## src/rtl/uart_io.sv

```systemverilog
// Byte-level 8N1 UART for the core's memory-mapped I/O port.
// The transmitter is fed by the tx_we strobe; received bytes land in a show-ahead RX FIFO.
module uart_io #(
    parameter int unsigned CLK_FREQ = 100_000_000,
    parameter int unsigned BAUD     = 115_200,
    parameter int unsigned RX_DEPTH = 16
) (
    input  logic       clk,
    input  logic       rst,
    input  logic       rx,
    output logic       tx,
    input  logic [7:0] tx_data,
    input  logic       tx_we,
    output logic       tx_busy,
    output logic [7:0] rx_data,
    output logic       rx_valid,
    input  logic       rx_re,
    output logic       rx_overrun,
    output logic       rx_frame_err
);

    localparam int unsigned CLKS_PER_BIT = CLK_FREQ / BAUD;
    localparam int unsigned HALF_BIT     = CLKS_PER_BIT / 2;
    localparam int unsigned CNT_W        = $clog2(CLKS_PER_BIT + 1);
    localparam int unsigned PTR_W        = $clog2(RX_DEPTH);
    localparam int unsigned FCNT_W       = PTR_W + 1;
    localparam logic [CNT_W-1:0]  BIT_LAST  = CNT_W'(CLKS_PER_BIT - 1);
    localparam logic [CNT_W-1:0]  HALF_LAST = CNT_W'(HALF_BIT - 1);
    localparam logic [FCNT_W-1:0] FIFO_FULL = FCNT_W'(RX_DEPTH);

    typedef enum logic [1:0] {IDLE, START, DATA, STOP} state_t;

    state_t           tx_state_q, tx_state_d;
    logic [CNT_W-1:0] tx_cnt_q, tx_cnt_d;
    logic [2:0]       tx_bit_q, tx_bit_d;
    logic [7:0]       tx_shift_q, tx_shift_d;
    logic             tx_d, tx_busy_d;

    // Transmitter state register
    always_ff @(posedge clk) begin
        if (rst) begin
            tx_state_q <= IDLE;
            tx_cnt_q   <= '0;
            tx_bit_q   <= '0;
            tx_shift_q <= '0;
            tx         <= 1'b1;
            tx_busy    <= 1'b0;
        end else begin
            tx_state_q <= tx_state_d;
            tx_cnt_q   <= tx_cnt_d;
            tx_bit_q   <= tx_bit_d;
            tx_shift_q <= tx_shift_d;
            tx         <= tx_d;
            tx_busy    <= tx_busy_d;
        end
    end

    // Transmitter next state; tx/tx_busy are precomputed so they change with the state
    always_comb begin
        tx_state_d = tx_state_q;
        tx_cnt_d   = tx_cnt_q + CNT_W'(1);
        tx_bit_d   = tx_bit_q;
        tx_shift_d = tx_shift_q;
        tx_d       = tx;
        tx_busy_d  = tx_busy;
        case (tx_state_q)
            IDLE: begin
                tx_cnt_d = '0;
                if (tx_we) begin
                    tx_state_d = START;
                    tx_shift_d = tx_data;
                    tx_d       = 1'b0;
                    tx_busy_d  = 1'b1;
                end
            end
            START: if (tx_cnt_q == BIT_LAST) begin
                tx_state_d = DATA;
                tx_cnt_d   = '0;
                tx_bit_d   = '0;
                tx_d       = tx_shift_q[0];
            end
            DATA: if (tx_cnt_q == BIT_LAST) begin
                tx_cnt_d   = '0;
                tx_shift_d = {1'b0, tx_shift_q[7:1]};
                if (tx_bit_q == 3'd7) begin
                    tx_state_d = STOP;
                    tx_d       = 1'b1;
                end else begin
                    tx_bit_d = tx_bit_q + 3'd1;
                    tx_d     = tx_shift_q[1];
                end
            end
            STOP: if (tx_cnt_q == BIT_LAST) begin
                tx_state_d = IDLE;
                tx_cnt_d   = '0;
                tx_busy_d  = 1'b0;
            end
            default: tx_state_d = IDLE;
        endcase
    end

    logic             rx_s1, rx_s2;
    state_t           rx_state_q, rx_state_d;
    logic [CNT_W-1:0] rx_cnt_q, rx_cnt_d;
    logic [2:0]       rx_bit_q, rx_bit_d;
    logic [7:0]       rx_shift_q, rx_shift_d;
    logic             frame_err_d, push_c;

    // Receiver synchroniser and state register
    always_ff @(posedge clk) begin
        if (rst) begin
            rx_s1        <= 1'b1;
            rx_s2        <= 1'b1;
            rx_state_q   <= IDLE;
            rx_cnt_q     <= '0;
            rx_bit_q     <= '0;
            rx_shift_q   <= '0;
            rx_frame_err <= 1'b0;
        end else begin
            rx_s1        <= rx;
            rx_s2        <= rx_s1;
            rx_state_q   <= rx_state_d;
            rx_cnt_q     <= rx_cnt_d;
            rx_bit_q     <= rx_bit_d;
            rx_shift_q   <= rx_shift_d;
            rx_frame_err <= frame_err_d;
        end
    end

    // Receiver next state: mid-bit sampling anchored on the start-bit midpoint
    always_comb begin
        rx_state_d  = rx_state_q;
        rx_cnt_d    = rx_cnt_q + CNT_W'(1);
        rx_bit_d    = rx_bit_q;
        rx_shift_d  = rx_shift_q;
        frame_err_d = 1'b0;
        push_c      = 1'b0;
        case (rx_state_q)
            IDLE: begin
                rx_cnt_d = '0;
                if (!rx_s2) begin
                    rx_state_d = START;
                    rx_bit_d   = '0;
                end
            end
            START: if (rx_cnt_q == HALF_LAST) begin
                rx_cnt_d   = '0;
                rx_state_d = rx_s2 ? IDLE : DATA;
            end
            DATA: if (rx_cnt_q == BIT_LAST) begin
                rx_cnt_d   = '0;
                rx_shift_d = {rx_s2, rx_shift_q[7:1]};
                if (rx_bit_q == 3'd7) rx_state_d = STOP;
                else                  rx_bit_d   = rx_bit_q + 3'd1;
            end
            STOP: if (rx_cnt_q == BIT_LAST) begin
                rx_cnt_d    = '0;
                rx_state_d  = IDLE;
                push_c      = rx_s2;
                frame_err_d = !rx_s2;
            end
            default: rx_state_d = IDLE;
        endcase
    end

    logic [7:0]        mem [RX_DEPTH];
    logic [PTR_W-1:0]  rd_ptr_q, wr_ptr_q;
    logic [FCNT_W-1:0] fcount_q;
    logic              full_c, pop_c, wr_c;

    assign full_c   = (fcount_q == FIFO_FULL);
    assign rx_valid = (fcount_q != '0);
    assign rx_data  = rx_valid ? mem[rd_ptr_q] : 8'h00;
    assign pop_c    = rx_re && rx_valid;
    assign wr_c     = push_c && (!full_c || pop_c);

    always_ff @(posedge clk) begin
        if (wr_c) mem[wr_ptr_q] <= rx_shift_q;
    end

    // FIFO pointers, occupancy and sticky overrun; a pop frees the slot for a same-cycle push
    always_ff @(posedge clk) begin
        if (rst) begin
            rd_ptr_q   <= '0;
            wr_ptr_q   <= '0;
            fcount_q   <= '0;
            rx_overrun <= 1'b0;
        end else begin
            if (pop_c) rd_ptr_q <= rd_ptr_q + PTR_W'(1);
            if (wr_c)  wr_ptr_q <= wr_ptr_q + PTR_W'(1);
            if (wr_c && !pop_c)      fcount_q <= fcount_q + FCNT_W'(1);
            else if (pop_c && !wr_c) fcount_q <= fcount_q - FCNT_W'(1);
            if (push_c && !wr_c) rx_overrun <= 1'b1;
        end
    end

endmodule

```

## config.mk

```make
export PLATFORM = sky130hd
export DESIGN_NAME = uart_io
export DESIGN_NICKNAME = d
export VERILOG_FILES = /design/src/rtl/uart_io.sv
export SDC_FILE = /design/constraint.sdc
export NUM_CORES = 1
export LEC_CHECK = 0
export BUFFER_PORTS_ARGS = -buffer_cell sky130_fd_sc_hd__buf_4
export CAP_MARGIN = 20
export CORE_AREA = 3 3 126 140
export CTS_CLUSTER_SIZE = 16
export DETAILED_ROUTE_END_ITERATION = 10
export DIE_AREA = 0 0 129 143
export MAX_ROUTING_LAYER = met4
export PLACE_DENSITY = 0.68
export REMOVE_ABC_BUFFERS = 1
export SLEW_MARGIN = 20
export SYNTH_ARGS = -nofsm -noshare
export SYNTH_HDL_FRONTEND = slang
export SYNTH_SLANG_ARGS = --single-unit
```

## constraint.sdc

```tcl
create_clock -name clk -period 2.9 [get_ports clk]
set_input_delay 0.725 -clock clk [delete_from_list [all_inputs] [get_ports clk]]
set_output_delay 0.725 -clock clk [all_outputs]
set_load 0.02 [all_outputs]
```

==> metrics, run 1 <==
outcome finished with violations; failing checks setup timing; I/O pins 26; Critical Path Max Stage Delay 500 ps; post-DP HPWL 9.83 mm; final setup vio count 8; R2R Setup Slk 210 ps; Skew-Pair Late Insertion Delay 430 ps; yosys synthesis warning count 0; met3 wire len 440 um; WP buf/inv 3; diode count 0; Leakage 3.30 nW; Max Cap Viol 0; HP Class reg2reg; vias in the first global route 4707; Die ar. 18400 um^2; Post-Synthesis Cells 550; reg2reg start rx_cnt_q[1]$_SDFF_PP0_; Slew @ Worst Pin 782 ps; PortBufs 25; top layer in use met4; Final Slew Violations 0; htree depth 4; placed insts 789; CTS tree yes; largest net degree at the start of global routing 45; FMAX 0.323 GHz; synth unique cells 46; Mean Syn Cell Area 14.8 um^2; initial DRC count 289; WL per Instance 17.9 um; grt total ovfl 0; crit path to rx_data[2]; Chip Width 129 um; via/cell ratio 5.47; Worst R2R End fcount_q[4]$_SDFFE_PP0P_; cell-internal power 4.66 mW; Setup crit end kind primary output; worst-path fanout max 6; Hold Slack 414 ps; initial antenna violation count 0; TritonCTS sink count 197; sequential power share 50.7%; DRT Pass-1 Iters 6; CP most frequent cell mux4_2; kind of critical path reg2out; worst-path cell chain buf_12, buf_16, mux4_2, mux4_2, and2_4, buf_6; clock slew at reported path FFs 70 ps; Synth Cell Area 8110 um^2; Routed met1 length 6.29 mm; Final min period 3100 ps; area delta synth->final 17.7%; CP delay by family, top multiplexers; Tcrit/Tclk final 107%; DRT Wirelength 14.7 mm; setup ws final -198 ps; Required @ worst endpoint 2170 ps; async set-reset flop share out of synthesis 0%; maximum clock insertion buffer count 2; RSZ-0062 raised after global routing yes; sw frac 23.3%; Final GP Congestion 0.817; layout cells sized above 1 25.9%; clock power share 40.1%; core region area 16300 um^2; DRC viols 0; Initial Util 49.8%; Final Hold Viols 0; share of the yosys chip area belonging to registers 64.4%; Critical Path Stages 6; EDFF count, synth 128; Setup crit start kind flop; most used flip-flop cell after synthesis edfxtp_1; Max VDD drop 0.520 mV; Slew HR 47.8%; CTS buffer count 17; Root Buffer clkbuf_16; GRT Total Usage 17.9%; Psw 1.42 mW; hold path depth 1; antenna viol nets, final 0; Final nets 643; Hold-fix buffers, CTS 0; Setup Skew 14.3 ps; vias 4515; cells on worst reg2reg path 14; power per cell area 636 nW/um^2; Worst Path Arrival 2370 ps; met2 wire len 7.78 mm; Die Height 143 um; share of power burned in combinational logic 9.2%; first-pass GRT wire length 24.3 mm; Seq cells post-synth 197; Slowest-stage cell, CP mux4_2; final cell count without fillers 825; num rows 49; final core occ 58.6%
[power by group through the flow]
| stage | Clock (mW) | Combinational [mW] | Sequential [mW] |
|---|---|---|---|
| detailed placement | 0 | 0.559 | 3.14 |
| CTS | 2.49 | 0.562 | 3.08 |
| global placement | 0 | 0.545 | 3.14 |
| floorplan | 0 | 0.403 | 3.15 |
| global route | 2.62 | 0.641 | 3.09 |
| finish | 2.43 | 0.559 | 3.08 |
[worst register-to-register path, delay by kind of cell (launching register included)]
kind	cells	cell delay, ps
and+or+nand+nor	4	790
DFF	1	350
adders and majority gates	3	650
AOI/OAI and AO/OA	3	430
buffers and inverters	3	300
xor gates and xnor gates	1	90
[Yosys cell counts, drive strengths merged, types with 4 or more instances]
cell	instances	area [um^2]
a211oi	11	87.6
a21oi	18	90.1
buf	6	28.8
mux4	40	901
xnor2	18	158
nand2	19	71.3
nor3	7	35.0
clkbuf	15	56.3
nor2	61	236
mux2i	21	210
nand4	4	25.0
ha	21	263
or3	4	25.0
xor2	7	61.3
inv	19	71.3
o21ai	6	30.0
nor4	5	31.3
nand3	14	75.1
and3	5	31.3
dfxtp	69	1380
and2	25	156
edfxtp	128	3840
[area by class of cell]
class / count / area, um^2
clock inverter: 15 / 190
inverter: 19 / 71.3
fill: 1249 / 6760
sequential: 197 / 5230
tap: 204 / 255
multi-input combinational: 313 / 2790
clock buffer: 17 / 425
timing repair buffer: 60 / 583
[state kept, by name (all words and copies together), names as in the netlist, named ones only]
signal	flops
tx_cnt_q	10
rx_shift_q	8
tx_busy	1
rx_state_q	1
tx_shift_q	8
fcount_q	5
rx_s1	1
wr_ptr_q	4
rx_bit_q	3
rx_s2	1
rx_cnt_q	10
rd_ptr_q	4
tx_bit_q	3
mem	128
tx_state_q	2
rx_overrun	1
rx_frame_err	1
tx	1
[layer usage]
layer  vias up  GRT usage [%]
met5         -              -
met3        16           4.53
li1       2167              -
met1      2259           20.8
met2        73           30.5
met4         0           5.64
[cell families after synthesis]
| kind of cell | Yosys count | synth area share [%] |
|---|---|---|
| AOI/OAI and AO/OA | 44 | 3.64 |
| buffers and inverters | 40 | 1.93 |
| xor gates and xnor gates | 25 | 2.70 |
| muxes | 61 | 13.7 |
| and+or+nand+nor | 161 | 10.2 |
| DFF | 197 | 64.4 |
| adders and majority gates | 22 | 3.48 |
[worst min path at each step]
stage / startpoint / slack [ps] / endpoint
3_3_place_gp: rx_s1$_SDFF_PP1_ / 400 / rx_s2$_SDFF_PP1_
4_1_cts: rx_s1$_SDFF_PP1_ / 420 / rx_s2$_SDFF_PP1_
5_1_grt: rx_s1$_SDFF_PP1_ / 430 / rx_s2$_SDFF_PP1_
3_5_place_dp: rx_s1$_SDFF_PP1_ / 400 / rx_s2$_SDFF_PP1_
6_report: rx_s1$_SDFF_PP1_ / 410 / rx_s2$_SDFF_PP1_
2_1_floorplan: rx_s1$_SDFF_PP1_ / 390 / rx_s2$_SDFF_PP1_
[timing repair]
item | 4_1_cts | 5_1_grt
gates cloned | 3 | 0
hold endpoints to repair | 0 | 0
resized for setup | 25 | 10
buffers inserted | 2 | 0
pin swaps | 8 | 4
endpoints found under the setup margin | 9 | 10
[placed cells by master, fill, tap and decap left out, drive strengths merged, types with 5 or more instances in the layout]
master and n:
nand3 14, a211oi 11, inv 25, xnor2 18, xor2 7, nor4 5, and3 5, a21oi 18
nor2 61, nand2 19, ha 21, edfxtp 128, buf 60, mux2i 21, and2 25, mux4 40
clkbuf 17, nor3 7, dfxtp 69, o21ai 6
[stage by stage]
step | total power [mW] | setup TNS, ps | worst slack, ps | instance area (um^2)
floorplan | 3.55 | -4870 | -593 | 8030
global placement | 3.68 | -55.7 | -55.7 | 8730
finish | 6.07 | -1280 | -198 | 9550
CTS | 6.13 | -1710 | -238 | 9540
detailed placement | 3.70 | -134 | -134 | 8730
global route | 6.35 | -1840 | -271 | 9550
Note: power is estimated with default switching activity, not from simulation.
==> inputs of run 2 (changes only) <==
- RECOVER_POWER: default -> 50
==> run 2 against run 1 <==
  * The run ends with capacitance limit, slew limit, setup timing left
  * Clock power barely moved
  * Utilization fell by 0.11 points
  * Combinational power fell by 2%
  * Count of clock-buffer cells in the layout did not move
  * Sequential share of layout area rose by 0.11 points
  * Routed wire length barely moved
  * Die area did not move
  * Final area fell by 0.20%
  * First-iteration DRC count fell by 2.8%
  * Total power fell by 0.17%
  * Fmax barely moved
==> metrics, run 2 (synthesis results as in run 1) <==
Final GP Congestion 0.817 (unchanged); setup TNS -1290 ps (-5.68 ps); max reg flops 128 (unchanged); Die Height 143 um (unchanged); GRT Total Usage 17.9% (unchanged); htree depth 4 (unchanged); fin area 9530 um^2 (-0.20%); post-DP HPWL 9.83 mm (unchanged); Max Cap Viol 1 (+1); Required @ worst endpoint 2170 ps (about the same); I/O pins 26 (unchanged); via/cell ratio 5.46 (-0.16%); Die ar. 18400 um^2 (unchanged); placed instance area 8730 um^2 (unchanged); Register Area 5230 um^2 (unchanged); num rows 49 (unchanged); commonest non-fill, non-tap cells in the layout edfxtp_1 (128), dfxtp_1 (66), nor2_1 (60), mux4_2 (40), buf_4 (40); Skew-Pair Late Insertion Delay 430 ps (about the same); Setup Skew 14.5 ps (+0.250 ps); launch point of the worst hold path rx_s1$_SDFF_PP1_; Initial Util 49.8% (unchanged); Tcrit/Tclk final 107% (about the same); HP Class reg2reg; layout cells sized above 1 25.1% (-0.81 points); met2 wire len 7.79 mm (about the same); grt total ovfl 0 (unchanged); Setup crit end kind primary output; FMAX 0.323 GHz (about the same); antenna viol nets, final 0 (unchanged); failing checks capacitance limit, slew limit, setup timing; kind of critical path reg2out; Setup crit start kind flop; core region area 16300 um^2 (unchanged); top layer in use met4; clock slew at reported path FFs 70 ps (about the same); Max VDD drop 0.514 mV (-1.1%); final setup vio count 8 (unchanged); Multi-input gate area 2790 um^2 (unchanged); setup ws final -199 ps (-0.705 ps); Leakage 3.28 nW (-0.59%); Final min period 3100 ps (+0.705 ps); CTS tree yes; worst-path cell chain buf_12, buf_16, mux4_2, mux4_2, and2_4, buf_6; diode count 0 (unchanged); initial DRC count 281 (-2.8%); Root Buffer clkbuf_16; Chip Width 129 um (unchanged); largest net degree at the start of global routing 45 (unchanged); CP most frequent cell mux4_2; Critical Path Max Stage Delay 500 ps (about the same); Worst Path Arrival 2370 ps (about the same); power per cell area 636 nW/um^2 (about the same); RSZ-0062 raised after global routing yes; initial antenna violation count 0 (unchanged); first-pass GRT wire length 24.3 mm (unchanged); Slew HR -33.4% (-81 points); Hold Slack 414 ps (-0.0230 ps); Final Slew Violations 45 (+45); CTS buffer count 17 (unchanged); vias in the first global route 4707 (unchanged); Final Hold Viols 0 (unchanged); fill cell count 1253 (+0.32%); outcome finished with violations; placed insts 789 (unchanged); maximum clock insertion buffer count 2 (unchanged); WP buf/inv 3 (unchanged); area delta synth->final 17.5%; met3 wire len 493 um (+12%); worst-path fanout max 6 (unchanged); Slew @ Worst Pin 2000 ps (+1220 ps); TritonCTS sink count 197 (unchanged); Most flops, register mem; WL per Instance 17.9 um (about the same); DP Worst Slack -134 ps (unchanged); Slowest-stage cell, CP mux4_2; DRC viols 0 (unchanged); CP delay by family, top multiplexers; vias 4508 (-0.16%); Final nets 643 (unchanged); commonest non-fill, non-tap cell in the layout edfxtp_1; reg2reg start rx_cnt_q[1]$_SDFF_PP0_; Largest regs mem x128, rx_cnt_q x10, tx_cnt_q x10; final cell count without fillers 825 (unchanged); Routed met1 length 6.23 mm (-0.89%); DRT Wirelength 14.7 mm (about the same); PortBufs 25 (unchanged); DRT Pass-1 Iters 5 (-1)
-- run 2: cell types whose count changed in the layout (fill, tap and decap cells not counted), sizes merged --
| cell | change |
|---|---|
| buf | -5 |
| clkbuf | +5 |
-- run 2: repair_timing --
action	in CTS	in global routing
gates resized for setup	25	10
hold buffers	0	0
pin swaps	8	4
setup buffers	2	0
gates cloned	3	0
setup endpoints to repair	9	10
-- run 2: worst reg2reg max path, cell delays in order (launching register included) --
cell      delay (ps)
dfxtp_2          350
ha_2             180
nand2b_1         100
nor4_4           250
buf_4            150
nand2_1           70
inv_2            100
ha_4             140
inv_2             50
fa_2             330
a21o_1           180
a21oi_2          140
xnor2_1           90
or3_1            370
a21oi_2          110
-- run 2: metrics by stage --
step | utilization (%) | total power [mW]
floorplan | - | 3.55
global placement | 53.5 | 3.68
detailed placement | 53.5 | 3.70
CTS | 58.5 | 6.13
global route | 58.4 | 6.34
finish | 58.4 | 6.06
-- run 2: where the power goes --
part / switching [mW] / total, mW / internal, mW / leakage (nW)
combinational: 0.311 / 0.549 / 0.238 / 1.23
clock: 1.05 / 2.43 / 1.38 / 0.298
sequential: 0.0510 / 3.08 / 3.03 / 1.75
total: 1.42 / 6.06 / 4.65 / 3.28
-- run 2: final timing paths --
path | endpoint | slack, ps | depth (start not counted)
worst max-delay path | rx_data[2] | -200 | 6
worst min-delay path | rx_s2$_SDFF_PP1_ | 410 | 1
worst max register to register | fcount_q[4]$_SDFFE_PP0P_ | 190 | 14
worst min register to register | rx_s2$_SDFF_PP1_ | 410 | 1
-- run 2: cell type report --
cell class                 count  area share, %
clock buffer                  17           4.46
clock inverter                15           2.00
inverter                      19          0.748
multi-input combinational    313           29.3
sequential                   197           54.9
tap                          204           2.68
timing repair buffer          60           5.92
-- run 2: metal layers --
metal | GRT usage [%] | vias up
li1 | - | 2168
met1 | 20.8 | 2235
met2 | 30.5 | 89
met3 | 4.53 | 16
met4 | 5.64 | 0
met5 | - | -
==> inputs of run 3 (changes only) <==
==> constraint.sdc (replaced) <==
create_clock -name clk -period 2.9 [get_ports clk]
set_input_delay 0.435 -clock clk [delete_from_list [all_inputs] [get_ports clk]]
set_output_delay 0.435 -clock clk [all_outputs]
set_load 0.02 [all_outputs]
==> run 3 against run 2 <==
  * Setup slack better by 310 ps
  * Combinational power about the same
  * Clock skew shrank 4.1 ps
  * Utilization decreased by 1.1 points
  * Largest cell class unchanged
  * Die area unchanged
  * Critical path depth down 1
  * The flow now finishes without violations
  * Sequential share of layout area is 0.99 points higher
  * First-iteration DRC count fell by 3.9%
  * Highest routed layer unchanged
  * Clock power fell by 9.9%
  * Final area down 1.8%
  * Routed wire length grew 3.6%
  * Worst hold slack worse by 220 ps
==> metrics, run 3 (synthesis results as in run 1) <==
outcome finished clean; DRC viols 0 (unchanged); Tcrit/Tclk final 96.0% (-11 points); reg2reg start rx_cnt_q[1]$_SDFF_PP0_; setup TNS 0 ps (+1290 ps); GRT Total Usage 18.0% (+0.12 points); largest net degree at the start of global routing 45 (unchanged); Setup Skew 10.4 ps (-4.14 ps); kind of critical path reg2out; Psw 1.36 mW (-4.3%); diode count 0 (unchanged); final core occ 57.4% (-1.1 points); sw frac 23.3% (-0.088 points); Setup crit start kind flop; Required @ worst endpoint 2470 ps (+300 ps); Die Height 143 um (unchanged); setup repair bufs after CTS 0 (-2); vias 4535 (+0.60%); maximum clock insertion buffer count 2 (unchanged); Final nets 644 (+0.16%); HP Class in2reg; DRT Pass-1 Iters 4 (-1); vias in the first global route 4714 (+0.15%); clock slew at reported path FFs 70 ps (about the same); CTS buffer count 17 (unchanged); first-pass GRT wire length 24.4 mm (+0.43%); DRT Wirelength 15.3 mm (+3.6%); Most Used Layer, Global Route met2; htree depth 4 (unchanged); Root Buffer clkbuf_16; Die ar. 18400 um^2 (unchanged); I/O pins 26 (unchanged); clock power share 37.6% (-2.5 points); Setup crit end kind primary output; Skew-Pair Late Insertion Delay 430 ps (about the same); Register Area 5230 um^2 (about the same); via/cell ratio 5.49 (+0.48%); cell-internal power 4.47 mW (-3.8%); Pwr Total 5.82 mW (-3.9%); core region area 16300 um^2 (unchanged); final cell count without fillers 826 (+0.12%); CTS tree yes; GR Layer Usage met2 31.6% (+1.0 points); Final GP Congestion 0.808 (-1.1%); commonest non-fill, non-tap cells in the layout edfxtp_1 (128), dfxtp_1 (67), nor2_1 (60), buf_4 (53), mux4_2 (40); placed instance area 8760 um^2 (+0.34%); Worst Path Arrival 2350 ps (-20 ps); Slew HR 47.6% (+81 points); Final min period 2780 ps (-314 ps); commonest non-fill, non-tap cell in the layout edfxtp_1; Slew @ Worst Pin 786 ps (-1220 ps); Leakage 3.21 nW (-2.0%); Initial Util 49.8% (unchanged); grt total ovfl 0 (unchanged); Hold-fix buffers, CTS 0 (unchanged); final setup vio count 0 (-8); sequential power share 52.9% (+2.1 points); met3 Use GR 4.30% (-0.22 points); PortBufs 25 (unchanged); post-DP HPWL 10.3 mm (+5.2%); Final Slew Violations 0 (-100%); Final Hold Viols 0 (unchanged); RSZ-0062 raised after global routing yes; TritonCTS sink count 197 (unchanged); Chip Width 129 um (unchanged); placed insts 793 (+0.51%); share of power burned in combinational logic 9.5% (+0.4 points); area delta synth->final 15.3%; worst-path fanout max 13 (+7); Max Cap Viol 0 (-1); launch point of the worst hold path rx; Largest regs mem x128, rx_cnt_q x10, tx_cnt_q x10; initial DRC count 270 (-3.9%); met1 Use GR 20.5% (-0.27 points); max reg flops 128 (unchanged); FMAX 0.359 GHz (+11%); initial antenna violation count 0 (unchanged); Max VDD drop 0.424 mV (-18%); power per cell area 622 nW/um^2 (-2.2%); WL per Instance 18.5 um (+3.5%); num rows 49 (unchanged); fill cell count 1280 (+2.2%); layout cells sized above 1 23.0% (-2.1 points); fin area 9360 um^2 (-1.8%); Multi-input gate area 2760 um^2 (-1.3%); antenna viol nets, final 0 (unchanged); Most flops, register mem
[run 3: cell count changes in the layout (fill, tap and decap cells not counted), sizes merged]
cell      before  now
clkinvlp       2    1
inv           25   22
buf           55   56
clkinv         4    5
bufinv         3    0
clkbuf        22   28
[run 3: what timing repair did]
item / CTS / global route
gates resized for setup: 2 / 8
gates cloned: 0 / 1
setup endpoints to repair: 1 / 6
pin swaps: 0 / 1
[run 3: final timing paths]
check | end | cells past startpoint | slack [ps]
max reg2reg | fcount_q[4]$_SDFFE_PP0P_ | 14 | 220
min reg2reg | rx_s2$_SDFF_PP1_ | 1 | 420
max | rx_data[0] | 5 | 120
min | rx_s1$_SDFF_PP1_ | 2 | 200
[run 3: area by class of cell]
cell class / count / area share [%]
clock buffer: 23 / 5.23
clock inverter: 9 / 0.722
inverter: 19 / 0.762
multi-input combinational: 313 / 29.5
sequential: 197 / 55.9
tap: 204 / 2.73
timing repair buffer: 61 / 5.23
[run 3: per-layer routing]
layer | part of all wire [%] | up-vias
met4 | 1.3 | 0
li1 | - | 2166
met1 | 40 | 2266
met2 | 54 | 86
met3 | 4.2 | 17
met5 | 0 | -
[run 3: worst max-delay path, cell delays in order (launching register included)]
cell and delay, ps:
dfxtp_4 400, buf_12 180, mux4_2 550, mux4_2 460
and2_1 170, buf_4 150
[run 3: stage by stage]
step / hold slack, ps / worst slack [ps]
6_report: 195 / 115
5_1_grt: 171 / -4.39
4_1_cts: 172 / 12.6
3_5_place_dp: 403 / 0.876
3_3_place_gp: 406 / 48.4
2_1_floorplan: 389 / -303
[run 3: power groups by stage]
stage / clock network (mW) / registers (mW) / logic [mW]
after floorplan: 0 / 3.15 / 0.403
after global placement: 0 / 3.14 / 0.544
after detailed placement: 0 / 3.14 / 0.563
after CTS: 2.24 / 3.08 / 0.566
after global routing: 2.37 / 3.09 / 0.622
final: 2.19 / 3.08 / 0.552
